**src/rtl/meio_subtrator.sv**
```systemverilog
// meio_subtrator: WIDTH-lane half subtractor (a-b -> diff,borrow) with registered copy, out_valid and saturating borrow counter
module meio_subtrator #(
  parameter int WIDTH = 1,
  parameter int CNT_W = 8
) (
  input  logic             clk,
  input  logic             rst_n,
  input  logic [WIDTH-1:0] a,
  input  logic [WIDTH-1:0] b,
  input  logic             in_valid,
  output logic [WIDTH-1:0] diff,
  output logic [WIDTH-1:0] borrow,
  output logic [WIDTH-1:0] diff_q,
  output logic [WIDTH-1:0] borrow_q,
  output logic             out_valid,
  output logic [CNT_W-1:0] borrow_cnt
);
  logic [WIDTH-1:0] diff_d, borrow_d;
  logic             out_valid_d;
  logic [CNT_W-1:0] borrow_cnt_d;
  assign diff   = a ^ b;
  assign borrow = ~a & b;
  always_comb begin
    diff_d       = in_valid ? diff : diff_q;
    borrow_d     = in_valid ? borrow : borrow_q;
    out_valid_d  = in_valid;
    borrow_cnt_d = (in_valid && |borrow && !(&borrow_cnt)) ? borrow_cnt + CNT_W'(1) : borrow_cnt;
  end
  always_ff @(posedge clk or negedge rst_n) begin
    if (!rst_n) begin
      diff_q     <= '0;
      borrow_q   <= '0;
      out_valid  <= 1'b0;
      borrow_cnt <= '0;
    end else begin
      diff_q     <= diff_d;
      borrow_q   <= borrow_d;
      out_valid  <= out_valid_d;
      borrow_cnt <= borrow_cnt_d;
    end
  end
endmodule

```
**config.mk**
```make
export PLATFORM = sky130hd
export DESIGN_NAME = meio_subtrator
export DESIGN_NICKNAME = d
export VERILOG_FILES = /design/src/rtl/meio_subtrator.sv
export SDC_FILE = /design/constraint.sdc
export NUM_CORES = 1
export LEC_CHECK = 0
export ABC_AREA = 1
export BUFFER_PORTS_ARGS = -buffer_cell sky130_fd_sc_hd__buf_2
export CORE_MARGIN = 10
export CORE_UTILIZATION = 41
export CTS_CLUSTER_SIZE = 14
export DETAILED_ROUTE_END_ITERATION = 10
export PLACE_DENSITY_LB_ADDON = 0.25
export SETUP_SLACK_MARGIN = 0.1
export SLEW_MARGIN = 20
export SYNTH_ARGS = -nofsm -noshare
export SYNTH_HDL_FRONTEND = slang
export SYNTH_SLANG_ARGS = --single-unit
```
**constraint.sdc**
```tcl
create_clock -name clk -period 1.2 [get_ports clk]
set_input_delay 0.06 -clock clk [delete_from_list [all_inputs] [get_ports clk]]
set_output_delay 0.06 -clock clk [all_outputs]
set_load 0.02 [all_outputs]
```
After elaboration in Yosys (flattened, before gate mapping). Index checks and enable logic that the tools add are counted. Widths: inputs -> output; s select.

Mux-type cells: 0. Equality and inequality tests: 0. Shift-type cells: 0. Add/subtract/negate cells: 1. Reduce and logical (&&, ||, !) cells: 4. Multiply operators: 0. Bitwise operators: 3. Divide/modulo/power cells: 0. $lt $le $gt $ge: 0.

Operators by type and width (number): $add 8x1->8 const B (1); $reduce_and 8->1 (1); $logic_and 1x1->1 (2); $and 1x1->1 (1); $logic_not 1->1 (1); $not 1->1 (1); $xor 1x1->1 (1).

Register bits: 11. RAM bits: 0. Output and inout port bits: 13. Input port bits: 5. Memory bits (read-only): 0. Memories kept: 0. Latch bits: 0. Word-level logic and storage cells: 12.

Longest topological paths before layout. Gate-level depths: netlist of the first run.

Depth in word-level cells: 4. Mapped depth: 8. Depth with buffers taken out: 8.

Least setup slack after synthesis of the first run. Ideal clock, no wire load.

Path type: register -> register. Start: register borrow_cnt[0]. End: register borrow_cnt[5]. Required time: 1.083 ns. Library setup time: 0.117 ns. Path buffers: 0. Stages on the path, launching flop included: 9. Clock period less this slack: 1.380 ns. Arrival time: 1.264 ns. Slack: -0.180 ns. Path through: dfrtp_1 > ha_1 > nand2_2 > nor2_4 > nand2_4 > nand2_8 > inv_4 > nand2_1 > nand2_1.

Longest elaborated chain between the ends: 3. Elaborated cells between the ends (all ways): 4. Those cells by class: add/sub: 1; reduce/logical: 3.

RTL lines: start: declaration (line 16) `output logic [CNT_W-1:0] borrow_cnt`; start signal: assignment (line 39) `borrow_cnt <= borrow_cnt_d;`; parallel branches: the longest is 3 deep, another holds $add 8x1->8.

Parallel ways; which one is timed is not known. A chain may end at the register's enable or synchronous reset.

Worst setup path in the final report of the first run.
Start: register borrow_cnt[0]. End: register borrow_cnt[4].

Same word-level chain as after synthesis.

==> results of run 1 <==
## registers in the layout (all words and copies together), names as in the netlist
register    count
diff_q          1
out_valid       1
borrow_cnt      8
borrow_q        1
## kinds of logic after synthesis
family	Yosys count
AO/OA/AOI/OAI	4
adder cells (fa/ha/maj)	2
buffers and inverters	11
flip-flops	11
XOR/XNOR	2
AND/OR/NAND/NOR	44
## through the flow
step / area [sq um] / setup TNS, ps / utilization [%] / worst slack (ps) / cells
2_1_floorplan: 638 / -14.3 / - / -8.11 / 74
3_3_place_gp: 772 / 0 / 56.5 / 40.7 / 110
3_5_place_dp: 772 / 0 / 56.5 / 12.4 / 110
4_1_cts: 841 / 0 / 61.5 / 53.9 / 119
5_1_grt: 856 / -10.0 / 62.6 / -5.18 / 119
6_report: 856 / 0 / 62.6 / 48.1 / 119
## layer usage
layer  up-vias  global-route usage, %  wire [um]
li1        288                      -          -
met1       240                   10.1        579
met2        14                   13.8        737
met3         4                   2.79         85
met4         0                   5.90         24
met5         -                      0          0
## worst max-delay path, delay by kind of cell (launching register included)
kind / cells / cell delay [ps]
flops: 1 / 390
simple gates: 6 / 460
buf+inv: 1 / 40
fa+ha+maj: 1 / 160
## final timing paths
path	cells past startpoint	startpoint	end
worst max-delay path	8	borrow_cnt[0]	borrow_cnt[4]
worst min-delay path	3	b	diff_q
worst max register to register	8	borrow_cnt[0]	borrow_cnt[4]
worst min register to register	2	diff_q	diff_q
max in group asynchronous	2	rst_n	borrow_cnt[2]
min in group asynchronous	2	rst_n	borrow_cnt[3]
## repair_timing
item / in CTS / in global routing
hold buffers: 2 / 0
setup buffers: 3 / 0
gates resized for setup: 0 / 6
endpoints found under the setup margin: 7 / 9
endpoints found under the hold margin: 12 / 0
pin swaps: 1 / 0
## area by class of cell
cell class	count	area [sq um]	area share, %
Tap cell	15	18.8	2.19
Clock buffer	4	26.3	3.07
Sequential cell	11	279	32.6
Multi-Input combinational cell	52	324	37.9
Timing Repair Buffer	26	160	18.7
Inverter	11	47.5	5.56
## power by group
part           internal (mW)  switching [mW]  leakage, nW
Combinational          0.216           0.265        0.322
Sequential             0.439          0.0746        0.140
Clock                  0.129           0.128       0.0150
## placed cells by master (no fill, tap or decap), types with 2 or more instances in the layout
master | synthesis | final
clkbuf_4 | 0 | 3
buf_2 | 0 | 16
dlygate4sd3_1 | 0 | 2
nand3_1 | 5 | 5
nand2_4 | 2 | 3
nand2_1 | 25 | 22
nand2_2 | 2 | 4
dfrtp_1 | 11 | 8
xnor2_1 | 2 | 2
nor2_1 | 5 | 4
inv_1 | 9 | 9
buf_4 | 0 | 8
nor2_4 | 2 | 2
nor2_2 | 1 | 2
dfrtp_2 | 0 | 3
==> impl_results.md, run 1 <==
* # Max-Cap Violations at 0
* Area fraction of the dominant cell type after synthesis at around 45%
* Worst-path cell chain: ha_4 > nand2_4 > nor2_4 > nand2_4 > nand2_8 > inv_6 > nand2_1 > nand2_1
* Cell area after synthesis at between 600 and 700 sq um
* Ys Warns at 0
* CP Data Arrival Time at around 1300 ps
* Largest family of logic cells by synthesized area: simple AND/OR/NAND/NOR gates
* Critical Path Fanout Max at 7
* CP Class: flip-flop to flip-flop
* Via count at 546
* Clk buf depth at 2
* Dpl hpwl at approximately 1100 um
* Pwr Density at between 1000 and 1500 nW/um^2
* Area contributors post-synth: dfrtp_1 45%, nand2_1 15%, inv_1 5.5%
* Reg2Reg Setup Slack at a little under 50 ps
* Worst-margin pin slew at 246 ps
* Leak Pwr at roughly 0.48 nW
* Antenna Cells at 0
* CP max stage cell: dfrtp_2
* Crit. End Element: flip-flop
* Distinct cells, synth at 19
* Ys async rst share at 100%
* Max Fclk at 0.868 GHz
* Die Y-Extent at 58.8 um
* Global-route wire length before repair at between 2000 and 2500 um
* CP startpoint kind: flip-flop
* Critical Path RT at 1360 ps
* HP Class: input port to flip-flop
* Num rows at 13
* Area leader, netlist: dfrtp_1
* GP Congestion at 0.790
* Mux share of post-synthesis cell area at 0%
* Register area share after synthesis at around 45%
* Drt total wl at between 1000 and 1500 um
* CP max stage delay at 390 ps
* Post-route ant nets at 0
* Largest net degree at the start of global routing at 12
* CTS tree: done
* Synth Register Bits at 11
* Simple-gate portion of the synthesized area at a little under two fifths
* Slew Limit Fails at 0
* Chip Width at around 59 um
* TritonCTS buffer count at 3
* Synth top cells by count: 25 x nand2_1, 11 x dfrtp_1, 9 x inv_1, 5 x nand3_1, 5 x nor2_1
* DR WL/cell at around 12 um
* Final min period at 1150 ps
* Clock Latency Late Sink at around 270 ps
* Fin nets at between 100 and 150
* EDFF count, synth at 0
* Vias in the first global route at approximately 520
* Layout cells sized above 1 at between 40 and 50%
* Peak supply drop at a little over 1000 uV
* Syn Inst Count at 74
* Core Area at 1370 sq um
* Slew headroom at a little over four fifths
* DR DRC count at 0
* Global route overflow at 0
* Port buffer count at 17
* Die ar. at between 3000 and 4000 sq um
* Hold slack at between 100 and 150 ps
* Final Cycle Share at a little over nine tenths
* Initial core utilization at between 40% and 50%
* Post-synthesis average cell area at around 8.3 sq um
* H-tree depth at 1
* Initial antenna violation count at 0
* Total Routing Usage GR at roughly 9%
* Num Clock Sinks at 11
* Post-Synth XOR/XNOR Area at under 10%
* RSZ-0062 raised after global routing: true
* Fin. Hold Viols at 0
* Net Count, Synth at between 80 and 90
* Most frequent cell after synthesis: nand2_1
* I/O pin count at 18
* Total Power at 1.25 mW
* Status: complete, no violations
* Clock-pin slew on the worst setup and hold paths at around 70 ps
* P&R area growth vs syn at 38.7%
* Clock tree root buffer cell: clkbuf_4
* Via density at about 4.6
* # setup viols final at 0
* Pre-Repair DR Iteration Count at 4
* DRT iter0 DRCs at 10
* Compound-cell area share of the yosys netlist at 4.26%
* Ys flop type: dfrtp_1
* Layout Skew at between 7 and 8 ps
* Adder-cell area share of the yosys netlist at 4.06%
* Fillers at ~130
Note: power is estimated with default switching activity, not from simulation.
==> run 2, diff against run 1 <==
--- a/config.mk
+++ b/config.mk
@@ -7,9 +7,11 @@
 export LEC_CHECK = 0
 export ABC_AREA = 1
 export BUFFER_PORTS_ARGS = -buffer_cell sky130_fd_sc_hd__buf_2
+export CELL_PAD_IN_SITES_DETAIL_PLACEMENT = 1
+export CELL_PAD_IN_SITES_GLOBAL_PLACEMENT = 1
 export CORE_MARGIN = 10
-export CORE_UTILIZATION = 41
-export CTS_CLUSTER_SIZE = 14
+export CORE_UTILIZATION = 31
+export CTS_CLUSTER_SIZE = 12
 export DETAILED_ROUTE_END_ITERATION = 10
 export PLACE_DENSITY_LB_ADDON = 0.25
 export SETUP_SLACK_MARGIN = 0.1
==> run 2 against run 1 <==
Effect of this change:
- first-iteration DRC count unchanged
- clock skew down 7.3 ps
- hold slack gained 19 ps
- non-clock buffer count is 1 lower
- utilization fell by 18 points
- clock power about the same
- sequential share of layout area fell by 0.095 points
- total power down 0.27%
- critical path depth did not move
==> impl_results.md, run 2 (same netlist as run 1, synthesis figures left out) <==
* H-tree depth at 1 (unchanged)
* Via density at 4.38 (-4.4%)
* Hold path start: b
* Final min period at 1150 ps (-3.12 ps)
* Most frequent cells in the layout: 23 x nand2_1, 16 x buf_2, 9 x inv_1
* Slew headroom at 82.0% (-1.6 points)
* # setup viols final at 0 (unchanged)
* CP Class: flip-flop to flip-flop
* Pre-Repair DR Iteration Count at 4 (unchanged)
* Clk buf depth at 2 (unchanged)
* Critical Path RT at 1360 ps (about the same)
* Via count at 570 (+4.4%)
* Clock tree root buffer cell: clkbuf_4
* Delay-heaviest family, CP: simple AND/OR/NAND/NOR gates
* Critical path buffers and inverters at 1 (unchanged)
* RSZ-0062 raised after global routing: true
* Layout Skew at 0.581 ps (-7.31 ps)
* Largest register FFs at 8 (unchanged)
* CP Data Arrival Time at 1310 ps (about the same)
* CP max stage cell: dfrtp_2
* DR DRC count at 0 (unchanged)
* Core Area at 1920 sq um (+41%)
* Chip Width at 64.6 um (+9.9%)
* Initial core utilization at 32.1% (-13 points)
* I/O pin count at 18 (unchanged)
* CP max stage delay at 390 ps (about the same)
* Most common cell after layout, fill and taps aside: nand2_1
* # Max-Cap Violations at 0 (unchanged)
* Clock Latency Late Sink at 270 ps (about the same)
* Post-route ant nets at 0 (unchanged)
* Clock-pin slew on the worst setup and hold paths at 70 ps (about the same)
* Drt total wl at 1580 um (+11%)
* Dpl hpwl at 1330 um (+22%)
* Layout cells sized above 1 at 41.7% (-2.5 points)
* Worst-path cell chain: ha_4 > nand2_4 > nor2_4 > nand2_4 > nand2_8 > inv_6 > nand2_1 > nand2_1
* Port buffer count at 17 (unchanged)
* CP startpoint: borrow_cnt[1]
* HP Class: input port to flip-flop
* CP startpoint kind: flip-flop
* Crit. End Element: flip-flop
* Vias in the first global route at 605 (+16%)
* DRT iter0 DRCs at 10 (unchanged)
* Worst-margin pin slew at 270 ps (+23.8 ps)
* Die Y-Extent at 64.6 um (+9.9%)
* Fin. Hold Viols at 0 (unchanged)
* Status: complete, no violations
* Die ar. at 4170 sq um (+21%)
* Total negative setup slack at 0 ps (unchanged)
* Slew Limit Fails at 0 (unchanged)
* P&R area growth vs syn at 39.1%
* TritonCTS buffer count at 3 (unchanged)
* Fillers at 260 (+100%)
* Top reg by flops: borrow_cnt
* Largest net degree at the start of global routing at 12 (unchanged)
* Initial antenna violation count at 0 (unchanged)
* Worst R2R Start: borrow_cnt[1]
* Pwr Density at 1450 nW/um^2 (-0.57%)
* Leak Pwr at 0.473 nW (-0.98%)
* Final Cycle Share at 95.7% (-0.26 points)
* Num Clock Sinks at 11 (unchanged)
* Fin nets at 111 (-0.89%)
* GP Congestion at 0.751 (-5.0%)
* Global-route wire length before repair at 2790 um (+17%)
* Global route overflow at 0 (unchanged)
* Hold slack at 121 ps (+18.9 ps)
* Antenna Cells at 0 (unchanged)
* DR WL/cell at 12.1 um (+1.2%)
* Num rows at 16 (+3)
* CTS tree: done
* Peak supply drop at 761 uV (-25%)
* Critical Path Fanout Max at 7 (unchanged)
* Total Routing Usage GR at 8.21% (-0.64 points)
* Max Fclk at 0.871 GHz (+0.27%)
[run 2: cell count changes in the layout (fill, tap and decap cells not counted), sizes merged]
cell | before | now
buf | 24 | 23
[run 2: worst min-delay path, stage by stage]
cell	delay, ps
buf_2	80
ha_1	140
o21ai_1	80
[run 2: cell type report]
class                   count  area [sq um]  area share (%)
clock buffers               4          26.3            3.06
flip-flops and latches     11           279            32.5
inverters                  11          47.5            5.54
well taps                  27          33.8            3.94
multi-input cells          52           319            37.2
repair buffers             25           153            17.8
[run 2: per-layer routing]
layer  vias up  routed length, um  GRT usage [%]
met4         0                  8           3.21
met2        10                825           14.4
li1        286                  -              -
met3         2                 68           2.75
met1       272                675           8.88
met5         -                  0              0
[run 2: timing repair]
action,4_1_cts,5_1_grt
buffers inserted,2,0
resized for setup,1,3
cloned,0,0
hold buffers,2,0
endpoints found under the setup margin,8,9
hold endpoints to repair,12,0
[run 2: path summary, 6_finish.rpt]
path,to,slack (ps),depth (start not counted)
worst max-delay path,borrow_cnt[5],50,8
worst min-delay path,diff_q,120,3
worst max register to register,borrow_cnt[5],50,8
worst min register to register,borrow_q,500,2
max in group asynchronous,borrow_cnt[1],780,2
min in group asynchronous,borrow_cnt[5],190,2
[run 2: report_power, final]
group          switching, mW  total [mW]  internal, mW
registers             0.0782       0.517         0.439
logic                  0.266       0.471         0.205
clock network          0.131       0.260         0.129
total                  0.475        1.25         0.773
[run 2: metrics by stage]
step / utilization [%] / worst slack (ps) / std cells / power [mW] / cell area [sq um]
floorplan: - / -8.11 / 74 / 0.779 / 638
global placement: 41.0 / 44.8 / 122 / 0.958 / 787
detailed placement: 41.0 / 22.3 / 122 / 0.963 / 787
CTS: 44.3 / 47.2 / 130 / 1.26 / 851
global route: 44.7 / -21.2 / 130 / 1.34 / 858
finish: 44.7 / 51.3 / 130 / 1.25 / 858
